===== config.mk =====
export PLATFORM = sky130hd
export DESIGN_NAME = draw_rect_fill
export DESIGN_NICKNAME = d
export VERILOG_FILES = /design/src/rtl/draw_rect_fill.sv
export SDC_FILE = /design/constraint.sdc
export NUM_CORES = 1
export LEC_CHECK = 0
export ABC_AREA = 0
export CAP_MARGIN = 0
export CORE_UTILIZATION = 40
export DETAILED_ROUTE_END_ITERATION = 7
export PLACE_DENSITY = 0.74
export RECOVER_POWER = 100
export SYNTH_ARGS = -nofsm -noshare
export SYNTH_HDL_FRONTEND = slang
export SYNTH_SLANG_ARGS = --single-unit

===== constraint.sdc =====
create_clock -name clk -period 3.8 [get_ports clk]
set_input_delay 0.76 -clock clk [delete_from_list [all_inputs] [get_ports clk]]
set_output_delay 0.76 -clock clk [all_outputs]
set_load 0.005 [all_outputs]

===== src/rtl/draw_rect_fill.sv =====
// draw_rect_fill: rasterises one colour ID over a clipped pixel rectangle, one frame-buffer write per cycle.
// Ports: clk/rst (sync, active-high); icmd_vld/ocmd_rdy command handshake with corners ix0,iy0,ix1,iy1,
// colour idata and imode; istall freezes drawing; obusy, odone status; oaddr/odata/owren RAM write port.
// Define DRAW_RECT_OUTLINE_EN to enable outline mode (imode=1).
module draw_rect_fill #(
  parameter int PIXEL_X_WIDTH = 10,
  parameter int PIXEL_Y_WIDTH = 9,
  parameter logic [PIXEL_X_WIDTH-1:0] PIXEL_X_MAX = 10'd639,
  parameter logic [PIXEL_Y_WIDTH-1:0] PIXEL_Y_MAX = 9'd479,
  parameter int FB_STRIDE = 640,
  parameter int VGA_ADDR_WIDTH = 19,
  parameter int COLOR_ID_WIDTH = 8
) (
  input  logic                      clk,
  input  logic                      rst,
  input  logic                      icmd_vld,
  output logic                      ocmd_rdy,
  input  logic [PIXEL_X_WIDTH-1:0]  ix0,
  input  logic [PIXEL_Y_WIDTH-1:0]  iy0,
  input  logic [PIXEL_X_WIDTH-1:0]  ix1,
  input  logic [PIXEL_Y_WIDTH-1:0]  iy1,
  input  logic [COLOR_ID_WIDTH-1:0] idata,
  input  logic                      imode,
  input  logic                      istall,
  output logic                      obusy,
  output logic                      odone,
  output logic [VGA_ADDR_WIDTH-1:0] oaddr,
  output logic [COLOR_ID_WIDTH-1:0] odata,
  output logic                      owren
);
  typedef enum logic [1:0] {IDLE, SETUP, DRAW, DONE} state_t;
  localparam logic [VGA_ADDR_WIDTH-1:0] STRIDE = VGA_ADDR_WIDTH'(FB_STRIDE);
  state_t state, state_n;
  logic [PIXEL_X_WIDTH-1:0] ax0, ax1, x_lo, x_hi, xl_c, xr_c, xl, xr, x;
  logic [PIXEL_Y_WIDTH-1:0] ay0, ay1, y_lo, y_hi, yt_c, yb_c, yt, yb, y;
  logic [COLOR_ID_WIDTH-1:0] color;
  logic [VGA_ADDR_WIDTH-1:0] rowbase;
  logic step, row_end, last, skip;
`ifdef DRAW_RECT_OUTLINE_EN
  logic mode;
  // interior rows of an outline jump straight from the left edge to the right edge
  assign skip = mode && y != yt && y != yb && x == xl;
`else
  logic unused_mode;
  assign unused_mode = imode;
  assign skip = 1'b0;
`endif
  always_comb begin
    x_lo = ax0 < ax1 ? ax0 : ax1;
    x_hi = ax0 < ax1 ? ax1 : ax0;
    y_lo = ay0 < ay1 ? ay0 : ay1;
    y_hi = ay0 < ay1 ? ay1 : ay0;
    xl_c = x_lo > PIXEL_X_MAX ? PIXEL_X_MAX : x_lo;
    xr_c = x_hi > PIXEL_X_MAX ? PIXEL_X_MAX : x_hi;
    yt_c = y_lo > PIXEL_Y_MAX ? PIXEL_Y_MAX : y_lo;
    yb_c = y_hi > PIXEL_Y_MAX ? PIXEL_Y_MAX : y_hi;
    step = state == DRAW && !istall;
    row_end = x == xr;
    last = row_end && y == yb;
    state_n = state == IDLE  ? (icmd_vld ? SETUP : IDLE) :
              state == SETUP ? DRAW :
              state == DRAW  ? (step && last ? DONE : DRAW) : IDLE;
  end
  always_ff @(posedge clk)
    if (rst) state <= IDLE;
    else state <= state_n;
  always_ff @(posedge clk) begin
    if (rst) begin
      ocmd_rdy <= 1'b1;
      obusy <= 1'b0;
      odone <= 1'b0;
      oaddr <= '0;
      odata <= '0;
      owren <= 1'b0;
      {ax0, ax1, ay0, ay1, color} <= '0;
      {xl, xr, x, yt, yb, y, rowbase} <= '0;
`ifdef DRAW_RECT_OUTLINE_EN
      mode <= 1'b0;
`endif
    end else begin
      ocmd_rdy <= state_n == IDLE;
      obusy <= state_n == SETUP || state_n == DRAW;
      odone <= state == DONE;
      owren <= step;
      oaddr <= step ? rowbase + VGA_ADDR_WIDTH'(x) : '0;
      odata <= step ? color : '0;
      if (state == IDLE && icmd_vld) begin
        ax0 <= ix0;
        ax1 <= ix1;
        ay0 <= iy0;
        ay1 <= iy1;
        color <= idata;
`ifdef DRAW_RECT_OUTLINE_EN
        mode <= imode;
`endif
      end
      if (state == SETUP) begin
        xl <= xl_c;
        xr <= xr_c;
        yt <= yt_c;
        yb <= yb_c;
        x <= xl_c;
        y <= yt_c;
        rowbase <= VGA_ADDR_WIDTH'(yt_c) * STRIDE;
      end
      if (step && !last) begin
        if (row_end) begin
          x <= xl;
          y <= y + PIXEL_Y_WIDTH'(1);
          rowbase <= rowbase + STRIDE;
        end else x <= skip ? xr : x + PIXEL_X_WIDTH'(1);
      end
    end
  end
endmodule


==> summary.txt <==
Run status
  • Run status: complete, but fails checks
  • Violated checks: design-rule violations, max-capacitance violations, max-slew violations

Yosys
  • Average instance area after synthesis: 8.22 µm²
  • Post-synthesis instance area: 0.00750 mm²
  • Count of flip-flops with a built-in enable after synthesis: 0
  • Post-synthesis instance total: 913
  • Sequential fraction of the synthesis area: 39.0%
  • Synth warn: 0
  • Synthesized flop and latch total: 146
  • Synth async-reset ratio: 0%
  • Syn nets: 1,015
  • Dominant synthesized flop cell: sky130_fd_sc_hd__dfxtp_1
  • Count of different cell masters after synthesis: 62

Die
  • # rows: 49
  • Std-Cell Core Area: 0.0181 mm²
  • Die footprint: 0.0193 mm²
  • Width of the die: 139 µm
  • Chip height: 139 µm
  • Ports: 82
  • Effective utilization at floorplan: 41.3%

STA
  • Peak Freq: 264 MHz
  • Hold Worst Slack: 449 ps
  • Tcrit/Tclk final: 99.6%
  • Worst-case clock skew: 7.05 ps
  • Number of setup violations in the final report: 0
  • Count of pins over their slew limit: 47
  • Sum of negative setup slack: 0 ps
  • Setup repair after global routing missed its margin: yes
  • Shortest period the worst path allows: 3790 ps
  • Relative slew margins: -30.8%
  • Worst-margin pin slew: 1960 ps
  • Hold Vio Cnt, Final: 0

Critical path
  • Number of cell instances on the worst register-to-register path: 17
  • Highest fanout seen on the critical path: 4
  • Cell with the biggest individual delay on the critical path: sky130_fd_sc_hd__dfxtp_2
  • Required time worst endpoint: 4100 ps
  • Reg2reg start: ay1[8]$_SDFFE_PP0P_
  • Cell family with the largest share of critical-path delay: compound AO/OA/AOI/OAI gates
  • Reg-to-reg endpoint: rowbase[18]$_SDFF_PP0_
  • Critical Path Sink Type: register
  • Critical path start-end classification: reg2reg
  • Critical path buffers and inverters: 2
  • Worst setup SP type: register
  • CP max stage delay: 330 ps
  • Setup slack of the worst register-to-register path: 10 ps
  • Arrival time of the worst setup path: 4090 ps
  • Critical-path cell list: inv_2 > ha_4 > and4_4 > a221oi_2 > o21ai_1 > a31oi_4 > buf_12 > mux2i_4 > ha_1 > ha_1 > nor2b_1 > o21a_1 > o21a_1 > o31a_1 > nor2_1 > nor4_2 > or3_1

Global route
  • Number of global-route vias before repair: 6,238
  • Pin count of the biggest net entering global routing: 72
  • Number of antenna violations at the first check in global routing: 0
  • Wire length of the first global-routing pass: 30,100 µm
  • Total track usage: 19.1%
  • Overflow left after global routing: 0

Clock tree
  • Root Buffer: sky130_fd_sc_hd__clkbuf_16
  • TritonCTS clock tree: built
  • CTS Hold Bufs: 0
  • H-tree Lvls: 4
  • Clock Latency Late Sink: 420 ps
  • Clk buf depth: 2
  • Worst-path clk slew: 60 ps
  • Number of buffers created by CTS: 17
  • TritonCTS sink count: 146

Final layout
  • Final net count: 1,123
  • Most used cells in the layout excluding fill and tap cells: sky130_fd_sc_hd__dfxtp_1, sky130_fd_sc_hd__nand2_1, sky130_fd_sc_hd__nor2_1
  • Signed area change from the synthesized netlist to the final layout: 28.1%
  • Most common cell after layout, fill and taps aside: sky130_fd_sc_hd__dfxtp_1
  • Utilization after layout: 53.0%
  • Share of cells above drive strength 1: 13.3%
  • Antenna diode instance count: 0

Power and ir drop
  • Max rail drop VDD: 0.365 mV
  • Power per cell area: 462 mW/mm²
  • Power after layout: 4440 µW
  • Static Leakage: 0.00386 µW

Route
  • Antenna-violating nets left: 0
  • DRC violation count after routing: 3
  • Detailed router's first-iteration violation count: 456
  • Routed WL per cell: 14.2 µm
  • Via count: 6,646
  • Wire length reported by the detailed router: 17,900 µm
  • Detailed-router iteration count before antenna repair: 8
  • Vias per cell: 5.27

Placed design
  • Routability Congestion: 0.840
  • DP Wirelength: 12,300 µm
  • PortBufs: 80

Hold path
  • End point of the most critical hold path: color[7]$_SDFFE_PP0P_
  • Launch point of the worst hold path: color[7]$_SDFFE_PP0P_
  • Depth of the worst hold-timing path: 2
  • Type of the most critical hold path: reg2reg

Job
  • Max-capacitance violation count: 1
-- logic make-up after synthesis --
group | count (synthesis) | synth area share [%]
AND/OR/NAND/NOR | 357 | 21.8
AO/OA/AOI/OAI | 205 | 17.3
flip-flops | 146 | 39.0
buffers and inverters | 87 | 4.90
adder cells (fa/ha/maj) | 51 | 8.70
XOR/XNOR | 41 | 4.79
multiplexers | 26 | 3.62
-- how the worst max path moves through the flow --
| stage | from | to | cells past startpoint |
|---|---|---|---|
| CTS | ay1[8]$_SDFFE_PP0P_ | rowbase[18]$_SDFF_PP0_ | 19 |
| finish | ay1[8]$_SDFFE_PP0P_ | rowbase[18]$_SDFF_PP0_ | 17 |
| floorplan | ay1[6]$_SDFFE_PP0P_ | rowbase[18]$_SDFF_PP0_ | 19 |
| global placement | ay1[6]$_SDFFE_PP0P_ | rowbase[18]$_SDFF_PP0_ | 17 |
| detailed placement | ay1[6]$_SDFFE_PP0P_ | rowbase[17]$_SDFF_PP0_ | 19 |
| global route | ay1[8]$_SDFFE_PP0P_ | rowbase[18]$_SDFF_PP0_ | 17 |
-- per-stage QoR --
stage / std cells / area (µm²) / setup slack (ps)
2_1_floorplan: 913 / 7550 / 13.3
3_3_place_gp: 1225 / 8790 / -44.4
3_5_place_dp: 1225 / 8790 / -85.8
4_1_cts: 1259 / 9510 / -26.2
5_1_grt: 1262 / 9610 / -149
6_report: 1262 / 9610 / 14.0
-- metal layers --
| layer | vias to the layer above | global-route usage (%) | share of wire, % | wire (µm) |
|---|---|---|---|---|
| li1 | 3386 | - | - | - |
| met1 | 3093 | 26.0 | 49 | 8720 |
| met2 | 149 | 30.2 | 45 | 8050 |
| met3 | 18 | 4.59 | 5.1 | 906 |
| met4 | 0 | 5.38 | 1.3 | 235 |
| met5 | - | 0 | 0 | 0 |
-- power breakdown --
| group | internal, µW | leakage (µW) | switching, µW |
|---|---|---|---|
| combinational | 503 | 0.00239 | 535 |
| sequential | 1630 | 0.00119 | 93.9 |
| clock | 1040 | 0.000275 | 641 |
| total | 3170 | 0.00386 | 1270 |
-- cells in the mapped netlist, types with 8 or more instances --
master / count / area share [%]
sky130_fd_sc_hd__dfxtp_1: 146 / 39
sky130_fd_sc_hd__nand2_1: 122 / 6.1
sky130_fd_sc_hd__nor2_1: 116 / 5.8
sky130_fd_sc_hd__a21oi_1: 87 / 5.8
sky130_fd_sc_hd__ha_1: 49 / 8.2
sky130_fd_sc_hd__inv_1: 39 / 2.0
sky130_fd_sc_hd__clkbuf_1: 30 / 1.5
sky130_fd_sc_hd__nor3_1: 29 / 1.9
sky130_fd_sc_hd__o21ai_0: 28 / 1.9
sky130_fd_sc_hd__xor2_1: 23 / 2.7
sky130_fd_sc_hd__and2_1: 20 / 1.7
sky130_fd_sc_hd__xnor2_1: 18 / 2.1
sky130_fd_sc_hd__mux2i_1: 17 / 2.3
sky130_fd_sc_hd__a211oi_1: 13 / 1.3
sky130_fd_sc_hd__nand3_1: 13 / 0.87
sky130_fd_sc_hd__a31oi_1: 11 / 0.92
sky130_fd_sc_hd__a21o_1: 10 / 1.0
sky130_fd_sc_hd__and3_1: 10 / 0.83
sky130_fd_sc_hd__o32ai_1: 10 / 1.2
sky130_fd_sc_hd__mux2_2: 9 / 1.4
sky130_fd_sc_hd__nor2b_1: 8 / 0.67
sky130_fd_sc_hd__or3_1: 8 / 0.67
-- worst reg2reg max path, delay by kind of cell, from the launching register on --
family | cells | cell delay, ps
AOI/OAI and AO/OA | 6 | 1220
and+or+nand+nor | 5 | 820
adders and majority gates | 3 | 790
DFF | 1 | 330
muxes | 1 | 290
buffers and inverters | 2 | 200
-- sequential cells by signal, summed over array words and instances (netlist names), 2 cells and up --
name     flops
oaddr       19
rowbase     19
ax0         10
ax1         10
x           10
xl          10
xr          10
ay0          9
ay1          9
y            9
yb           9
color        8
odata        8
state        2
-- repair_timing --
item,CTS,global route
setup buffers,3,3
setup endpoints to repair,3,4
pin swaps,7,17
resized for setup,17,15
-- final cells by class --
class                           instances  area, µm²
Clock inverter                         10        135
Multi-Input combinational cell        680       4420
Sequential cell                       146       2930
Inverter                               39        146
Timing Repair Buffer                  137       1240
Tap cell                              229        287
Fill cell                            1684       8540
Clock buffer                           21        450
(Power assumes the default switching activity.)
